## src/rtl/axi4l_reg_slave_pkg.sv

```systemverilog
// Shared types and helpers for axi4l_reg_slave.
// Define AXI4L_REG_SLAVE_DECERR_EN to answer unmapped addresses with DECERR instead of OKAY.
package axi4l_reg_slave_pkg;

    typedef enum logic [1:0] {
        OKAY   = 2'b00,
        EXOKAY = 2'b01,
        SLVERR = 2'b10,
        DECERR = 2'b11
    } resp_t;

    typedef logic [1:0] wr_state_t;
    localparam wr_state_t W_IDLE      = 2'd0;
    localparam wr_state_t W_ADDR_HELD = 2'd1;
    localparam wr_state_t W_DATA_HELD = 2'd2;
    localparam wr_state_t W_RESP      = 2'd3;

    typedef logic rd_state_t;
    localparam rd_state_t R_IDLE = 1'b0;
    localparam rd_state_t R_DATA = 1'b1;

`ifdef AXI4L_REG_SLAVE_DECERR_EN
    localparam resp_t OOR_RESP = DECERR;
`else
    localparam resp_t OOR_RESP = OKAY;
`endif

    // Full word index; callers compare it against NUM_REGS for the range check.
    function automatic logic [63:0] addr_to_idx(input logic [63:0] addr,
                                                input int unsigned addr_lsb);
        return addr >> addr_lsb;
    endfunction

endpackage

```

## src/rtl/axi4l_reg_slave_if.sv

```systemverilog
// AXI4-Lite bundle between a manager and axi4l_reg_slave.
interface axi4l_reg_slave_if #(
    parameter int unsigned ADDR_WIDTH = 32,
    parameter int unsigned DATA_WIDTH = 32
);
    logic [ADDR_WIDTH-1:0]   s_awaddr;
    logic                    s_awvalid;
    logic                    s_awready;
    logic [DATA_WIDTH-1:0]   s_wdata;
    logic [DATA_WIDTH/8-1:0] s_wstrb;
    logic                    s_wvalid;
    logic                    s_wready;
    logic [1:0]              s_bresp;
    logic                    s_bvalid;
    logic                    s_bready;
    logic [ADDR_WIDTH-1:0]   s_araddr;
    logic                    s_arvalid;
    logic                    s_arready;
    logic [DATA_WIDTH-1:0]   s_rdata;
    logic [1:0]              s_rresp;
    logic                    s_rvalid;
    logic                    s_rready;

    modport master (
        output s_awaddr, s_awvalid, s_wdata, s_wstrb, s_wvalid, s_bready,
        output s_araddr, s_arvalid, s_rready,
        input  s_awready, s_wready, s_bresp, s_bvalid,
        input  s_arready, s_rdata, s_rresp, s_rvalid
    );

    modport slave (
        input  s_awaddr, s_awvalid, s_wdata, s_wstrb, s_wvalid, s_bready,
        input  s_araddr, s_arvalid, s_rready,
        output s_awready, s_wready, s_bresp, s_bvalid,
        output s_arready, s_rdata, s_rresp, s_rvalid
    );
endinterface

```

## src/rtl/axi4l_reg_slave_wr_ctrl.sv

```systemverilog
// Write-channel FSM: captures AW and W in either order and issues one commit plus the B response.
module axi4l_reg_slave_wr_ctrl
    import axi4l_reg_slave_pkg::*;
#(
    parameter int unsigned ADDR_WIDTH = 32,
    parameter int unsigned DATA_WIDTH = 32,
    parameter int unsigned NUM_REGS   = 4
) (
    input  logic                          i_clk,
    input  logic                          i_rst_n,
    input  logic [ADDR_WIDTH-1:0]         i_awaddr,
    input  logic                          i_awvalid,
    output logic                          o_awready,
    input  logic [DATA_WIDTH-1:0]         i_wdata,
    input  logic [DATA_WIDTH/8-1:0]       i_wstrb,
    input  logic                          i_wvalid,
    output logic                          o_wready,
    output logic [1:0]                    o_bresp,
    output logic                          o_bvalid,
    input  logic                          i_bready,
    output logic                          o_wr_en,
    output logic [$clog2(NUM_REGS)-1:0]   o_wr_idx,
    output logic [DATA_WIDTH-1:0]         o_wr_data,
    output logic [DATA_WIDTH/8-1:0]       o_wr_strb
);
    localparam int unsigned ADDR_LSB = $clog2(DATA_WIDTH / 8);
    localparam int unsigned IDX_W    = $clog2(NUM_REGS);

    wr_state_t               r_state, w_state_d;
    logic                    r_awready, r_wready, r_bvalid;
    resp_t                   r_bresp, w_bresp_d;
    logic [ADDR_WIDTH-1:0]   r_awaddr, w_awaddr_d, w_cmt_addr;
    logic [DATA_WIDTH-1:0]   r_wdata, w_wdata_d;
    logic [DATA_WIDTH/8-1:0] r_wstrb, w_wstrb_d;
    logic                    w_aw_hs, w_w_hs, w_commit, w_in_range;
    logic [63:0]             w_word;

    assign w_aw_hs    = i_awvalid & r_awready;
    assign w_w_hs     = i_wvalid & r_wready;
    // A live handshake beats the held copy: the held side is only ever the other channel.
    assign w_cmt_addr = w_aw_hs ? i_awaddr : r_awaddr;
    assign w_word     = addr_to_idx(64'(w_cmt_addr), ADDR_LSB);
    assign w_in_range = w_word < 64'(NUM_REGS);

    always_comb begin
        w_state_d  = r_state;
        w_commit   = 1'b0;
        w_awaddr_d = r_awaddr;
        w_wdata_d  = r_wdata;
        w_wstrb_d  = r_wstrb;
        case (r_state)
            W_IDLE: begin
                if (w_aw_hs && w_w_hs) begin
                    w_commit  = 1'b1;
                    w_state_d = W_RESP;
                end else if (w_aw_hs) begin
                    w_awaddr_d = i_awaddr;
                    w_state_d  = W_ADDR_HELD;
                end else if (w_w_hs) begin
                    w_wdata_d = i_wdata;
                    w_wstrb_d = i_wstrb;
                    w_state_d = W_DATA_HELD;
                end
            end
            W_ADDR_HELD: if (w_w_hs) begin
                w_commit  = 1'b1;
                w_state_d = W_RESP;
            end
            W_DATA_HELD: if (w_aw_hs) begin
                w_commit  = 1'b1;
                w_state_d = W_RESP;
            end
            W_RESP:  if (i_bready) w_state_d = W_IDLE;
            default: w_state_d = W_IDLE;
        endcase
    end

    always_comb begin
        w_bresp_d = r_bresp;
        if (w_commit) w_bresp_d = w_in_range ? OKAY : OOR_RESP;
    end

    always_ff @(posedge i_clk or negedge i_rst_n) begin
        if (!i_rst_n) begin
            r_state   <= W_IDLE;
            r_awready <= 1'b0;
            r_wready  <= 1'b0;
            r_bvalid  <= 1'b0;
            r_bresp   <= OKAY;
            r_awaddr  <= '0;
            r_wdata   <= '0;
            r_wstrb   <= '0;
        end else begin
            r_state   <= w_state_d;
            r_awready <= (w_state_d == W_IDLE) || (w_state_d == W_DATA_HELD);
            r_wready  <= (w_state_d == W_IDLE) || (w_state_d == W_ADDR_HELD);
            r_bvalid  <= (w_state_d == W_RESP);
            r_bresp   <= w_bresp_d;
            r_awaddr  <= w_awaddr_d;
            r_wdata   <= w_wdata_d;
            r_wstrb   <= w_wstrb_d;
        end
    end

    assign o_awready = r_awready;
    assign o_wready  = r_wready;
    assign o_bvalid  = r_bvalid;
    assign o_bresp   = r_bresp;
    assign o_wr_en   = w_commit & w_in_range;
    assign o_wr_idx  = w_word[IDX_W-1:0];
    assign o_wr_data = w_w_hs ? i_wdata : r_wdata;
    assign o_wr_strb = w_w_hs ? i_wstrb : r_wstrb;

endmodule

```

## src/rtl/axi4l_reg_slave.sv

```systemverilog
// AXI4-Lite register slave: NUM_REGS byte-writable registers plus the read path.
// AXI4L_REG_SLAVE_DECERR_EN makes unmapped accesses answer DECERR.
module axi4l_reg_slave
    import axi4l_reg_slave_pkg::*;
#(
    parameter int unsigned           ADDR_WIDTH = 32,
    parameter int unsigned           DATA_WIDTH = 32,
    parameter int unsigned           NUM_REGS   = 4,
    parameter logic [DATA_WIDTH-1:0] RST_VAL    = '0
) (
    input  logic                           axi4l_aclk,
    input  logic                           axi4l_arstn,
    axi4l_reg_slave_if.slave               s_axi,
    output logic [NUM_REGS*DATA_WIDTH-1:0] reg_out,
    output logic [NUM_REGS-1:0]            reg_wr
);
    localparam int unsigned ADDR_LSB = $clog2(DATA_WIDTH / 8);
    localparam int unsigned IDX_W    = $clog2(NUM_REGS);

    logic [DATA_WIDTH-1:0]   r_regs [NUM_REGS];
    logic                    w_wr_en;
    logic [IDX_W-1:0]        w_wr_idx;
    logic [DATA_WIDTH-1:0]   w_wr_data;
    logic [DATA_WIDTH/8-1:0] w_wr_strb;
    logic [NUM_REGS-1:0]     w_hit;

    axi4l_reg_slave_wr_ctrl #(
        .ADDR_WIDTH (ADDR_WIDTH),
        .DATA_WIDTH (DATA_WIDTH),
        .NUM_REGS   (NUM_REGS)
    ) u_wr_ctrl (
        .i_clk     (axi4l_aclk),
        .i_rst_n   (axi4l_arstn),
        .i_awaddr  (s_axi.s_awaddr),
        .i_awvalid (s_axi.s_awvalid),
        .o_awready (s_axi.s_awready),
        .i_wdata   (s_axi.s_wdata),
        .i_wstrb   (s_axi.s_wstrb),
        .i_wvalid  (s_axi.s_wvalid),
        .o_wready  (s_axi.s_wready),
        .o_bresp   (s_axi.s_bresp),
        .o_bvalid  (s_axi.s_bvalid),
        .i_bready  (s_axi.s_bready),
        .o_wr_en   (w_wr_en),
        .o_wr_idx  (w_wr_idx),
        .o_wr_data (w_wr_data),
        .o_wr_strb (w_wr_strb)
    );

    for (genvar g = 0; g < NUM_REGS; g++) begin : g_reg
        assign w_hit[g] = w_wr_en && (w_wr_idx == IDX_W'(g));
        assign reg_out[g*DATA_WIDTH +: DATA_WIDTH] = r_regs[g];
    end
    assign reg_wr = w_hit;

    always_ff @(posedge axi4l_aclk or negedge axi4l_arstn) begin
        if (!axi4l_arstn) begin
            for (int i = 0; i < NUM_REGS; i++) r_regs[i] <= RST_VAL;
        end else begin
            for (int i = 0; i < NUM_REGS; i++) begin
                if (w_hit[i]) begin
                    for (int b = 0; b < DATA_WIDTH / 8; b++) begin
                        if (w_wr_strb[b]) r_regs[i][b*8 +: 8] <= w_wr_data[b*8 +: 8];
                    end
                end
            end
        end
    end

    rd_state_t             r_rd_state, w_rd_state_d;
    logic                  r_arready, r_rvalid, w_ar_in_range;
    logic [DATA_WIDTH-1:0] r_rdata, w_rdata_d;
    resp_t                 r_rresp, w_rresp_d;
    logic [63:0]           w_ar_word;
    logic [IDX_W-1:0]      w_ar_idx;

    assign w_ar_word     = addr_to_idx(64'(s_axi.s_araddr), ADDR_LSB);
    assign w_ar_in_range = w_ar_word < 64'(NUM_REGS);
    assign w_ar_idx      = w_ar_word[IDX_W-1:0];

    // Read samples r_regs before this cycle's write lands, so a colliding read sees the old value.
    always_comb begin
        w_rd_state_d = r_rd_state;
        w_rdata_d    = r_rdata;
        w_rresp_d    = r_rresp;
        case (r_rd_state)
            R_IDLE: if (s_axi.s_arvalid && r_arready) begin
                w_rd_state_d = R_DATA;
                w_rdata_d    = w_ar_in_range ? r_regs[w_ar_idx] : '0;
                w_rresp_d    = w_ar_in_range ? OKAY : OOR_RESP;
            end
            R_DATA:  if (s_axi.s_rready) w_rd_state_d = R_IDLE;
            default: w_rd_state_d = R_IDLE;
        endcase
    end

    always_ff @(posedge axi4l_aclk or negedge axi4l_arstn) begin
        if (!axi4l_arstn) begin
            r_rd_state <= R_IDLE;
            r_arready  <= 1'b0;
            r_rvalid   <= 1'b0;
            r_rdata    <= '0;
            r_rresp    <= OKAY;
        end else begin
            r_rd_state <= w_rd_state_d;
            r_arready  <= (w_rd_state_d == R_IDLE);
            r_rvalid   <= (w_rd_state_d == R_DATA);
            r_rdata    <= w_rdata_d;
            r_rresp    <= w_rresp_d;
        end
    end

    assign s_axi.s_arready = r_arready;
    assign s_axi.s_rvalid  = r_rvalid;
    assign s_axi.s_rdata   = r_rdata;
    assign s_axi.s_rresp   = r_rresp;

endmodule

```

## src/flat_wrapper.sv

```systemverilog
// flat-port wrapper written by rule: the top's interface ports become plain ports
module axi4l_reg_slave_flat import axi4l_reg_slave_pkg::*;
#(
    parameter int unsigned           ADDR_WIDTH = 32,
    parameter int unsigned           DATA_WIDTH = 32,
    parameter int unsigned           NUM_REGS   = 4,
    parameter logic [DATA_WIDTH-1:0] RST_VAL    = '0
)
  (axi4l_aclk, axi4l_arstn, reg_out, reg_wr, s_axi_s_awaddr, s_axi_s_awvalid, s_axi_s_wdata, s_axi_s_wstrb, s_axi_s_wvalid, s_axi_s_bready, s_axi_s_araddr, s_axi_s_arvalid, s_axi_s_rready, s_axi_s_awready, s_axi_s_wready, s_axi_s_bresp, s_axi_s_bvalid, s_axi_s_arready, s_axi_s_rdata, s_axi_s_rresp, s_axi_s_rvalid);
  axi4l_reg_slave_if #(.ADDR_WIDTH(ADDR_WIDTH), .DATA_WIDTH(DATA_WIDTH)) s_axi_i ();
  input  logic axi4l_aclk;
  input  logic axi4l_arstn;
  output logic [NUM_REGS*DATA_WIDTH-1:0] reg_out;
  output logic [NUM_REGS-1:0] reg_wr;
  input wire logic [$bits(s_axi_i.s_awaddr)-1:0] s_axi_s_awaddr;
  input wire logic [$bits(s_axi_i.s_awvalid)-1:0] s_axi_s_awvalid;
  input wire logic [$bits(s_axi_i.s_wdata)-1:0] s_axi_s_wdata;
  input wire logic [$bits(s_axi_i.s_wstrb)-1:0] s_axi_s_wstrb;
  input wire logic [$bits(s_axi_i.s_wvalid)-1:0] s_axi_s_wvalid;
  input wire logic [$bits(s_axi_i.s_bready)-1:0] s_axi_s_bready;
  input wire logic [$bits(s_axi_i.s_araddr)-1:0] s_axi_s_araddr;
  input wire logic [$bits(s_axi_i.s_arvalid)-1:0] s_axi_s_arvalid;
  input wire logic [$bits(s_axi_i.s_rready)-1:0] s_axi_s_rready;
  output wire logic [$bits(s_axi_i.s_awready)-1:0] s_axi_s_awready;
  output wire logic [$bits(s_axi_i.s_wready)-1:0] s_axi_s_wready;
  output wire logic [$bits(s_axi_i.s_bresp)-1:0] s_axi_s_bresp;
  output wire logic [$bits(s_axi_i.s_bvalid)-1:0] s_axi_s_bvalid;
  output wire logic [$bits(s_axi_i.s_arready)-1:0] s_axi_s_arready;
  output wire logic [$bits(s_axi_i.s_rdata)-1:0] s_axi_s_rdata;
  output wire logic [$bits(s_axi_i.s_rresp)-1:0] s_axi_s_rresp;
  output wire logic [$bits(s_axi_i.s_rvalid)-1:0] s_axi_s_rvalid;
  assign s_axi_i.s_awaddr = s_axi_s_awaddr;
  assign s_axi_i.s_awvalid = s_axi_s_awvalid;
  assign s_axi_i.s_wdata = s_axi_s_wdata;
  assign s_axi_i.s_wstrb = s_axi_s_wstrb;
  assign s_axi_i.s_wvalid = s_axi_s_wvalid;
  assign s_axi_i.s_bready = s_axi_s_bready;
  assign s_axi_i.s_araddr = s_axi_s_araddr;
  assign s_axi_i.s_arvalid = s_axi_s_arvalid;
  assign s_axi_i.s_rready = s_axi_s_rready;
  assign s_axi_s_awready = s_axi_i.s_awready;
  assign s_axi_s_wready = s_axi_i.s_wready;
  assign s_axi_s_bresp = s_axi_i.s_bresp;
  assign s_axi_s_bvalid = s_axi_i.s_bvalid;
  assign s_axi_s_arready = s_axi_i.s_arready;
  assign s_axi_s_rdata = s_axi_i.s_rdata;
  assign s_axi_s_rresp = s_axi_i.s_rresp;
  assign s_axi_s_rvalid = s_axi_i.s_rvalid;
  axi4l_reg_slave #(.ADDR_WIDTH(ADDR_WIDTH), .DATA_WIDTH(DATA_WIDTH), .NUM_REGS(NUM_REGS), .RST_VAL(RST_VAL)) u_core (.axi4l_aclk(axi4l_aclk), .axi4l_arstn(axi4l_arstn), .s_axi(s_axi_i), .reg_out(reg_out), .reg_wr(reg_wr));
endmodule
```

## config.mk

```make
export PLATFORM = sky130hd
export DESIGN_NAME = axi4l_reg_slave_flat
export DESIGN_NICKNAME = d
export VERILOG_FILES = /design/src/rtl/axi4l_reg_slave_pkg.sv /design/src/rtl/axi4l_reg_slave_if.sv /design/src/rtl/axi4l_reg_slave_wr_ctrl.sv /design/src/rtl/axi4l_reg_slave.sv /design/src/flat_wrapper.sv
export SDC_FILE = /design/constraint.sdc
export NUM_CORES = 1
export LEC_CHECK = 0
export ABC_CLOCK_PERIOD_IN_PS = 6300
export CAP_MARGIN = 5
export CORE_ASPECT_RATIO = 1.75
export CORE_UTILIZATION = 45
export CTS_BUF_LIST = sky130_fd_sc_hd__clkbuf_4 sky130_fd_sc_hd__clkbuf_8
export DETAILED_ROUTE_END_ITERATION = 6
export PLACE_DENSITY_LB_ADDON = 0.05
export SLEW_MARGIN = 20
export SYNTH_ARGS = -nofsm -noshare
export SYNTH_HDL_FRONTEND = slang
export SYNTH_SLANG_ARGS = --single-unit
```

## constraint.sdc

```tcl
create_clock -name axi4l_aclk -period 6.3 [get_ports axi4l_aclk]
set_input_delay 1.89 -clock axi4l_aclk [delete_from_list [all_inputs] [get_ports axi4l_aclk]]
set_output_delay 1.89 -clock axi4l_aclk [all_outputs]
set_load 0.02 [all_outputs]
```

==> metrics.log, run 1 <==
INFO  metric postSynthAreaPerCell = 14.85 um2
INFO  metric area.growth.synth_to_final = 37.23%
INFO  metric clk_path_buf_depth = 3
INFO  metric insertion_delay = 530 ps
INFO  metric antenna_cells_inserted = 0
INFO  metric synth-seq-area-share = 0.5524
INFO  metric synthesized_cell_area = 0.01056 mm2
INFO  metric synthMostInstantiatedCell = sky130_fd_sc_hd__dfrtp_1
INFO  metric relSlewSlack = 0.3291
INFO  metric detailedPlacementHpwl = 18770 um
INFO  metric gpl.final_weighted_congestion = 0.7830
INFO  metric die-area = 0.02410 mm2
INFO  metric synth_top_cells_by_area = sky130_fd_sc_hd__dfrtp_1 55%, sky130_fd_sc_hd__mux2_2 16%, sky130_fd_sc_hd__mux4_2 6.8%, sky130_fd_sc_hd__mux2_1 5.5%, sky130_fd_sc_hd__mux2_4 3.4%
INFO  metric final_antenna_net_count = 0
INFO  metric dieWidth = 117.8 um
INFO  metric io_buffers = 271
INFO  metric die_height = 204.6 um
INFO  metric synth_enable_flop_cells = 0
INFO  metric htree_levels = 2
INFO  metric fin_max_slew_vios = 0
INFO  metric vias = 6973
INFO  metric synthDistinctLibCells = 42
INFO  metric vias_per_cell = 5.227
INFO  metric run_status = finished clean
INFO  metric dominantRegCellSynth = sky130_fd_sc_hd__dfrtp_1
INFO  metric accumulated_negative_setup_slack = 0 ps
INFO  metric clock_tree_from_tritoncts = done
INFO  metric worstSetupPathType = in2out
INFO  metric synthCells = 711
INFO  metric maxClockFrequency = 0.1649 GHz
INFO  metric worst_setup_path_start_kind = input port
INFO  metric power-per-cell-area = 297.3 mW/mm2
INFO  metric post_cts_buffers = 0
INFO  metric core = 0.02283 mm2
INFO  metric final.setup.worst_slack = 234.0 ps
INFO  metric timing.final.crit_share = 0.9629
INFO  metric cts.sinks = 233
INFO  metric irDropWorstVdd = 0.0002625 V
INFO  metric cts_made_buffers = 37
INFO  metric number_of_global_route_vias_before_repair = 7416
INFO  metric most_instantiated_cells_after_synthesis = 233 x sky130_fd_sc_hd__dfrtp_1, 154 x sky130_fd_sc_hd__mux2_2, 52 x sky130_fd_sc_hd__mux2_1
INFO  metric grt_pass1_wl = 42250 um
INFO  metric post-route-util = 0.6344
INFO  metric root_buffer = sky130_fd_sc_hd__clkbuf_8
INFO  metric num-nets-final = 1113
INFO  metric asyncSetResetFlopFracSynth = 1.000
INFO  metric clock_period_minus_final_worst_setup_slack = 6066 ps
INFO  metric synth_seq_cells = 233
INFO  metric detailedRoute.firstIterationViolations = 215
INFO  metric remaining_drc_errors = 0
INFO  metric synthDominantAreaCellType = sky130_fd_sc_hd__dfrtp_1
INFO  metric grtUsageTotal = 0.2295
INFO  metric grt_start_max_net_pins = 113
INFO  metric unrepaired_setup_endpoints_after_global_routing = no
INFO  metric grt_antenna_before_repair = 0
INFO  metric worst_path_fanout_max = 6
INFO  metric power.static_leakage = 6.372 nW
INFO  metric post_route_cells_drive_above_1_share = 0.3085
INFO  metric critPathCaptureType = output pin
INFO  metric number_of_cell_rows = 73
INFO  metric drtPass1Iterations = 4
INFO  metric finalSetupViolations = 0
INFO  metric cp.required = 4410 ps
INFO  metric hold_path_class = reg2reg
INFO  metric floorplan.io_pins = 280
INFO  metric tightestPinTransition = 1006 ps
INFO  metric clk_pin_slew = 60 ps
INFO  metric top_cell_type_s_share_of_synthesized_area = 0.5524
INFO  metric start_util = 0.4622
INFO  metric worst_clock_skew = 12.85 ps
INFO  metric cts_hold_buffers = 0
INFO  metric cts_resized = 0
INFO  metric wl_per_cell = 20.11 um
INFO  metric drt_wl_total = 26830 um
INFO  metric globalRouteOverflowTotal = 0
INFO  metric worst-endpoint-arrival = 4180 ps
INFO  metric dp_slack = 234.5 ps
INFO  metric max_cap_violations = 0
INFO  metric yosysWarningCount = 0
INFO  metric nFillCells = 1843
INFO  metric hold_viol_final = 0
## area by class of cell
type                       instances  area [um2]  area share
clock buffer                      60       763.2     0.05269
clock inverter                     7       91.34    0.006306
inverter                          38       142.6    0.009847
multi-input combinational        414        4467      0.3084
sequential                       233        5831      0.4025
tap                              300       375.4     0.02591
timing repair buffer             282        2815      0.1944
## registers in the layout, indices dropped and copies added, names as in the netlist, 2 cells and up
register,flops
u_core.u_wr_ctrl.r_awaddr,30
u_core.u_wr_ctrl.r_wdata,32
u_core.u_wr_ctrl.r_state,2
u_core.u_wr_ctrl.r_wstrb,4
u_core.reg_out,128
u_core.s_axi.s_rdata,32
## critical path, cell delays in order
cell and delay [ps]:
sky130_fd_sc_hd__clkdlybuf4s50_1 460, sky130_fd_sc_hd__nor4_4 430, sky130_fd_sc_hd__nand2_2 230, sky130_fd_sc_hd__nor3b_1 220, sky130_fd_sc_hd__o21ai_0 180, sky130_fd_sc_hd__nor2_1 140, sky130_fd_sc_hd__clkdlybuf4s50_1 620
## path summary, 6_finish.rpt
kind                                               startpoint                       end  slack [ps]  depth (start not counted)
worst max-delay path                       s_axi_s_awaddr[30]                 reg_wr[2]         230                          7
worst min-delay path                 u_core.s_axi.s_rdata[30]  u_core.s_axi.s_rdata[30]         480                          2
worst max register to register  u_core.u_wr_ctrl.r_awaddr[26]         u_core.reg_out[3]        3700                          6
worst min register to register       u_core.s_axi.s_rdata[30]  u_core.s_axi.s_rdata[30]         480                          2
max in group asynchronous                         axi4l_arstn  u_core.s_axi.s_rdata[16]        3700                          2
min in group asynchronous                         axi4l_arstn        u_core.reg_out[35]        1400                          1
## kinds of logic (layout without fill, tap and decap cells)
group,after synthesis,count (layout),share of synthesized area
muxes,262,262,0.3222
other,1,4,0.0003553
and+or+nand+nor,101,101,0.06638
AOI/OAI and AO/OA,47,47,0.03189
buffers and inverters,67,387,0.02679
DFF,233,233,0.5524
## metrics by stage
step,hold slack [ps],power [mW],cells,instance area [um2]
2_1_floorplan,475.0,2.553,714,10570
3_3_place_gp,460.4,2.879,1267,13630
3_5_place_dp,470.1,2.899,1267,13630
4_1_cts,484.4,4.363,1334,14490
5_1_grt,511.9,4.534,1334,14490
6_report,476.2,4.307,1334,14490
## where the power goes
group	internal [mW]	total [mW]	switching, mW
clock	0.851	1.45	0.598
combinational	0.500	0.992	0.492
sequential	1.73	1.86	0.132
total	3.08	4.31	1.22
## per-layer routing
metal / track usage / vias to the layer above / routed length (um) / part of all wire
li1: - / 3170 / - / -
met1: 0.2618 / 3549 / 10060 / 0.37
met2: 0.4168 / 220 / 14570 / 0.54
met3: 0.05874 / 34 / 1640 / 0.061
met4: 0.07280 / 0 / 558 / 0.021
met5: 0 / - / 0 / 0
## placed cells by master (no fill, tap or decap), types with 12 or more instances in the layout
master | synthesis | final
sky130_fd_sc_hd__mux2_2 | 154 | 154
sky130_fd_sc_hd__nand3_4 | 12 | 12
sky130_fd_sc_hd__nor4_1 | 18 | 18
sky130_fd_sc_hd__inv_1 | 38 | 38
sky130_fd_sc_hd__mux2_4 | 24 | 24
sky130_fd_sc_hd__nand2_1 | 36 | 35
sky130_fd_sc_hd__dfrtp_1 | 233 | 233
sky130_fd_sc_hd__mux4_2 | 32 | 32
sky130_fd_sc_hd__mux2_1 | 52 | 52
sky130_fd_sc_hd__o21ai_0 | 32 | 32
sky130_fd_sc_hd__clkbuf_8 | 0 | 50
sky130_fd_sc_hd__clkdlybuf4s50_1 | 0 | 268
Note: power is estimated with default switching activity, not from simulation.
==> run 2, diff against run 1 <==
- CAP_MARGIN: 5 -> not set
- CORE_ASPECT_RATIO: 1.75 -> 1.4
==> metrics.log, run 2 (synthesis gave the netlist of run 1 again) <==
INFO  metric run_status = finished clean
INFO  metric critical_path.max_stage_delay = 620 ps
INFO  metric worst-endpoint-arrival = 4190 ps
INFO  metric htree_levels = 2
INFO  metric relSlewSlack = 0.3103
INFO  metric dieWidth = 131.4 um
INFO  metric clock_period_minus_final_worst_setup_slack = 6081 ps
INFO  metric vias_per_cell = 5.307
INFO  metric wl_per_cell = 20.90 um
INFO  metric unrepaired_setup_endpoints_after_global_routing = no
INFO  metric post-route-cell-area = 0.01441 mm2
INFO  metric dpl_cell_area = 0.01361 mm2
INFO  metric cts_made_buffers = 38
INFO  metric clk_path_buf_depth = 3
INFO  metric cts.sinks = 233
INFO  metric detailedRoute.firstIterationViolations = 263
INFO  metric number_of_cell_rows = 65
INFO  metric globalRouteOverflowTotal = 0
INFO  metric most_used_cell_along_the_critical_path = sky130_fd_sc_hd__clkdlybuf4s50_1
INFO  metric worstSetupPathType = in2out
INFO  metric crit_chain = clkdlybuf4s50_1 > nor4_4 > nand2_2 > nor3b_1 > o21ai_0 > nor2_1 > clkdlybuf4s50_1
INFO  metric path_buf_inv = 2
INFO  metric start_util = 0.4635
INFO  metric nFillCells = 1802
INFO  metric netSwitchingPower = 1.218 mW
INFO  metric worst_path_fanout_max = 6
INFO  metric grtUsageTotal = 0.2378
INFO  metric critPathCaptureType = output pin
INFO  metric core = 0.02277 mm2
INFO  metric grt_start_max_net_pins = 123
INFO  metric grt_antenna_before_repair = 1
INFO  metric grt_pass1_wl = 44230 um
INFO  metric cp.required = 4410 ps
INFO  metric crit_slowest_cell = sky130_fd_sc_hd__clkdlybuf4s50_1
INFO  metric floorplan.io_pins = 280
INFO  metric clk_pin_slew = 60 ps
INFO  metric detailedPlacementHpwl = 18970 um
INFO  metric post_route_insts_no_fill = 1335
INFO  metric post_cts_buffers = 0
INFO  metric p_sw_frac = 0.2885
INFO  metric root_buffer = sky130_fd_sc_hd__clkbuf_8
INFO  metric remaining_drc_errors = 0
INFO  metric combinationalPowerShare = 0.234
INFO  metric number_of_global_route_vias_before_repair = 7791
INFO  metric share_seq_of_total_power = 0.444
INFO  metric power.static_leakage = 6.341 nW
INFO  metric fin_max_slew_vios = 0
INFO  metric timing.final.crit_share = 0.9653
INFO  metric num-nets-final = 1113
INFO  metric largest_register_ff_count = 128
INFO  metric irDropWorstVdd = 0.0003304 V
INFO  metric max_cap_violations = 0
INFO  metric layout_commonest_cell = sky130_fd_sc_hd__clkdlybuf4s50_1
INFO  metric dp_cells = 1267
INFO  metric hold_path_class = reg2reg
INFO  metric finalSetupViolations = 0
INFO  metric accumulated_negative_setup_slack = 0 ps
INFO  metric dp_slack = 232.9 ps
INFO  metric hold_viol_final = 0
INFO  metric cts_hold_buffers = 0
INFO  metric worst_path_dominant_cell_family = buffers and inverters
INFO  metric post_route_cells_drive_above_1_share = 0.3078
INFO  metric gpl.final_weighted_congestion = 0.8693
INFO  metric worst_setup_path_start_kind = input port
INFO  metric share_clk_of_total_power = 0.322
INFO  metric internal_power = 3.003 mW
INFO  metric worst_clock_skew = 24.98 ps
INFO  metric cts_resized = 0
INFO  metric drt_wl_total = 27900 um
INFO  metric final.setup.worst_slack = 218.6 ps
INFO  metric die_height = 183.2 um
INFO  metric clock_tree_from_tritoncts = done
INFO  metric area.growth.synth_to_final = 36.55%
INFO  metric vias = 7085
INFO  metric die-area = 0.02408 mm2
INFO  metric final_antenna_net_count = 0
INFO  metric insertion_delay = 530 ps
INFO  metric layout.cells.most_common_list = 268 x sky130_fd_sc_hd__clkdlybuf4s50_1, 233 x sky130_fd_sc_hd__dfrtp_1, 154 x sky130_fd_sc_hd__mux2_2
INFO  metric post-route-util = 0.6329
INFO  metric power-per-cell-area = 292.8 mW/mm2
INFO  metric drtPass1Iterations = 4
INFO  metric tightestPinTransition = 1035 ps
INFO  metric io_buffers = 271
INFO  metric maxClockFrequency = 0.1644 GHz
[run 2: power by group through the flow]
stage / combinational (mW) / sequential (mW) / clock [mW]
global route: 1.08 / 1.90 / 1.46
global placement: 0.952 / 1.88 / 0
detailed placement: 1.00 / 1.89 / 0
floorplan: 0.691 / 1.86 / 0
finish: 0.989 / 1.87 / 1.36
CTS: 1.00 / 1.87 / 1.39
[run 2: worst min-delay path: cells and delay by family (launching register included)]
family / cells / cell delay (ps)
flip-flops: 1 / 340
AO/OA/AOI/OAI: 1 / 60
AND/OR/NAND/NOR: 1 / 50
[run 2: final timing paths]
| path | slack, ps | start | cells after the start | end |
|---|---|---|---|---|
| min in group asynchronous | 1430 | axi4l_arstn | 1 | u_core.s_axi.s_rdata[3] |
| max in group asynchronous | 3730 | axi4l_arstn | 2 | u_core.u_wr_ctrl.r_awaddr[19] |
| min reg2reg | 480 | u_core.s_axi.s_rdata[14] | 2 | u_core.s_axi.s_rdata[14] |
| max | 220 | s_axi_s_awaddr[30] | 7 | reg_wr[2] |
| min | 480 | u_core.s_axi.s_rdata[14] | 2 | u_core.s_axi.s_rdata[14] |
| max reg2reg | 3690 | u_core.u_wr_ctrl.o_awready | 6 | u_core.reg_out[111] |
[run 2: layout make-up]
cell class                      instances  area [um2]  area share
Inverter                               38       142.6    0.009897
Clock buffer                           64       780.7     0.05417
Sequential cell                       233        5831      0.4045
Timing Repair Buffer                  281        2795      0.1939
Tap cell                              301       376.6     0.02613
Antenna cell                            1       2.502   0.0001736
Clock inverter                          3       17.52    0.001215
Multi-Input combinational cell        414        4467      0.3099
[run 2: routing by layer]
layer / up-vias / track usage / part of all wire
li1: 3184 / - / -
met1: 3629 / 0.2727 / 0.38
met2: 230 / 0.4360 / 0.54
met3: 42 / 0.06081 / 0.065
met4: 0 / 0.06605 / 0.017
met5: - / 0 / 0
[run 2: stage by stage]
| stage | power [mW] | hold slack, ps |
|---|---|---|
| after detailed placement | 2.895 | 469.0 |
| after global routing | 4.436 | 513.9 |
| final | 4.221 | 478.2 |
| after global placement | 2.829 | 463.6 |
| after CTS | 4.268 | 482.7 |
| after floorplan | 2.553 | 475.0 |
==> run 3, diff against run 2 <==
- ABC_AREA: not set -> 1
==> metrics.log, run 3 <==
INFO  metric run_status = complete, but fails checks
INFO  metric violations = design-rule violations
INFO  metric detailedRoute.firstIterationViolations = 850
INFO  metric gpl.final_weighted_congestion = 0.8729
INFO  metric unrepaired_setup_endpoints_after_global_routing = no
INFO  metric yosysWarningCount = 0
INFO  metric io_buffers = 271
INFO  metric clk_pin_slew = 60 ps
INFO  metric synthesized_cell_area = 0.01175 mm2
INFO  metric worst_setup_path_start_kind = input port
INFO  metric worst_path_fanout_max = 33
INFO  metric critPathCaptureType = output pin
INFO  metric dominantRegCellSynth = sky130_fd_sc_hd__dfrtp_1
INFO  metric drtPass1Iterations = 7
INFO  metric fin_max_slew_vios = 0
INFO  metric most_instantiated_cells_after_synthesis = 479 x sky130_fd_sc_hd__nand2_1, 233 x sky130_fd_sc_hd__dfrtp_1, 167 x sky130_fd_sc_hd__nor2_1
INFO  metric dieWidth = 138.5 um
INFO  metric hold_path_class = reg2reg
INFO  metric max_cap_violations = 0
INFO  metric relSlewSlack = 0.3033
INFO  metric synthDistinctLibCells = 28
INFO  metric remaining_drc_errors = 31
INFO  metric layout.cells.most_common_list = 478 x sky130_fd_sc_hd__nand2_1, 264 x sky130_fd_sc_hd__clkdlybuf4s50_1, 233 x sky130_fd_sc_hd__dfrtp_1
INFO  metric share_clk_of_total_power = 0.280
INFO  metric worst-endpoint-arrival = 4120 ps
INFO  metric asyncSetResetFlopFracSynth = 1.000
INFO  metric power.static_leakage = 7.525 nW
INFO  metric synthCells = 1472
INFO  metric top_cell_type_s_share_of_synthesized_area = 0.4964
INFO  metric cts_resized = 4
INFO  metric number_of_cell_rows = 69
INFO  metric globalRouteOverflowTotal = 0
INFO  metric drt_wl_total = 35600 um
INFO  metric area.growth.synth_to_final = 30.73%
INFO  metric num-nets-final = 1814
INFO  metric finalSetupViolations = 0
INFO  metric grtUsageTotal = 0.2698
INFO  metric combinationalPowerShare = 0.355
INFO  metric detailedPlacementHpwl = 23280 um
INFO  metric cp.required = 4410 ps
INFO  metric start_util = 0.4597
INFO  metric r2r.worst_path.cells = 12
INFO  metric insertion_delay = 540 ps
INFO  metric accumulated_negative_setup_slack = 0 ps
INFO  metric clock_tree_from_tritoncts = done
INFO  metric wl_per_cell = 17.38 um
INFO  metric synth_top_cells_by_area = sky130_fd_sc_hd__dfrtp_1 50%, sky130_fd_sc_hd__nand2_1 15%, sky130_fd_sc_hd__nand4_1 7.1%, sky130_fd_sc_hd__nor2_1 5.3%, sky130_fd_sc_hd__o21ai_0 3.7%
INFO  metric layout_commonest_cell = sky130_fd_sc_hd__nand2_1
INFO  metric hold_viol_final = 0
INFO  metric worstSetupPathType = in2out
INFO  metric die-area = 0.02676 mm2
INFO  metric synthDominantAreaCellType = sky130_fd_sc_hd__dfrtp_1
INFO  metric floorplan.io_pins = 280
INFO  metric cts_hold_buffers = 0
INFO  metric tightestPinTransition = 1043 ps
INFO  metric grt_pass1_wl = 56760 um
INFO  metric clk_path_buf_depth = 3
INFO  metric post_route_cells_drive_above_1_share = 0.07461
INFO  metric grt_antenna_before_repair = 0
INFO  metric die_height = 193.2 um
INFO  metric core = 0.02555 mm2
INFO  metric synth_enable_flop_cells = 0
INFO  metric final_antenna_net_count = 0
INFO  metric post_cts_buffers = 0
INFO  metric synth_seq_cells = 233
INFO  metric vias = 11110
INFO  metric cts.sinks = 233
INFO  metric largest_register_ff_count = 128
INFO  metric netSwitchingPower = 1.978 mW
INFO  metric share_seq_of_total_power = 0.365
INFO  metric timing.final.crit_share = 0.9537
INFO  metric worst_hold_slack = 477.5 ps
INFO  metric worst_clock_skew = 22.26 ps
INFO  metric postSynthAreaPerCell = 7.980 um2
INFO  metric synthMostInstantiatedCell = sky130_fd_sc_hd__nand2_1
INFO  metric grt_start_max_net_pins = 129
INFO  metric cts_made_buffers = 40
INFO  metric clock_period_minus_final_worst_setup_slack = 6008 ps
INFO  metric power-per-cell-area = 323.1 mW/mm2
INFO  metric antenna_cells_inserted = 0
INFO  metric vias_per_cell = 5.424
INFO  metric root_buffer = sky130_fd_sc_hd__clkbuf_8
INFO  metric p_sw_frac = 0.3988
INFO  metric timing.hold.worst_path_depth = 2
INFO  metric internal_power = 2.983 mW
INFO  metric synth-seq-area-share = 0.4964
INFO  metric irDropWorstVdd = 0.0002491 V
INFO  metric number_of_global_route_vias_before_repair = 10470
INFO  metric maxClockFrequency = 0.1664 GHz
INFO  metric htree_levels = 2
==> run 3: per-layer routing <==
layer  global-route usage  routed length [um]  up-vias
li1                     -                   -     5412
met1               0.3243               14230     5263
met2               0.4744               17770      363
met3              0.05186                2346       70
met4               0.1167                1254        0
met5                    0                   0        -
==> run 3: path summary, 6_finish.rpt <==
kind,startpoint,endpoint,slack (ps)
min in group asynchronous,axi4l_arstn,u_core.s_axi.s_arready,1350
worst max-delay path,s_axi_s_awvalid,reg_wr[1],290
worst max register to register,u_core.u_wr_ctrl.o_awready,u_core.reg_out[97],2880
max in group asynchronous,axi4l_arstn,u_core.u_wr_ctrl.r_awaddr[27],3710
worst min-delay path,u_core.s_axi.s_rdata[24],u_core.s_axi.s_rdata[24],480
worst min register to register,u_core.s_axi.s_rdata[24],u_core.s_axi.s_rdata[24],480
==> run 3: layout make-up <==
type / instances / area, um2
repair buffers: 296 / 2943
fillers: 2360 / 10200
multi-input cells: 1061 / 5109
clock buffers: 60 / 744.5
inverters: 75 / 285.3
well taps: 319 / 399.1
clock inverters: 4 / 45.04
flip-flops and latches: 233 / 5831
==> run 3: power by group through the flow <==
stage                     Sequential [mW]  Combinational [mW]  Clock, mW
after global placement               1.83                1.72          0
final                                1.81                1.76       1.39
after CTS                            1.81                1.76       1.42
after detailed placement             1.84                1.75          0
after global routing                 1.84                1.99       1.48
after floorplan                      1.82                1.25          0
==> run 3: through the flow <==
step                        util  worst slack (ps)  power (mW)  cell area [um2]  std cells
after floorplan                -             917.4       3.074            11760       1475
after global placement    0.5700             1.711       3.552            14570       1984
after detailed placement  0.5701             6.297       3.591            14570       1984
after CTS                 0.6008             288.2       4.991            15350       2048
after global routing      0.6009             126.1       5.304            15360       2048
final                     0.6009             291.9       4.961            15360       2048
==> run 3: cells by family after synthesis <==
family	Yosys count	share of synthesized area
compound gates	172	0.08798
other cells	1	0.0003193
simple gates	885	0.3429
flops	233	0.4964
buf+inv	181	0.07243
==> run 3: critical path, cell delays in order <==
cell and delay (ps):
sky130_fd_sc_hd__clkdlybuf4s50_1 520, sky130_fd_sc_hd__nand2_2 80, sky130_fd_sc_hd__buf_12 190, sky130_fd_sc_hd__buf_12 160, sky130_fd_sc_hd__nand2_1 80, sky130_fd_sc_hd__nand2_1 50, sky130_fd_sc_hd__nor2_1 110, sky130_fd_sc_hd__nand2_1 80
sky130_fd_sc_hd__nor2_1 170, sky130_fd_sc_hd__nand2_1 150, sky130_fd_sc_hd__nor4_1 250, sky130_fd_sc_hd__dlygate4sd2_1 380
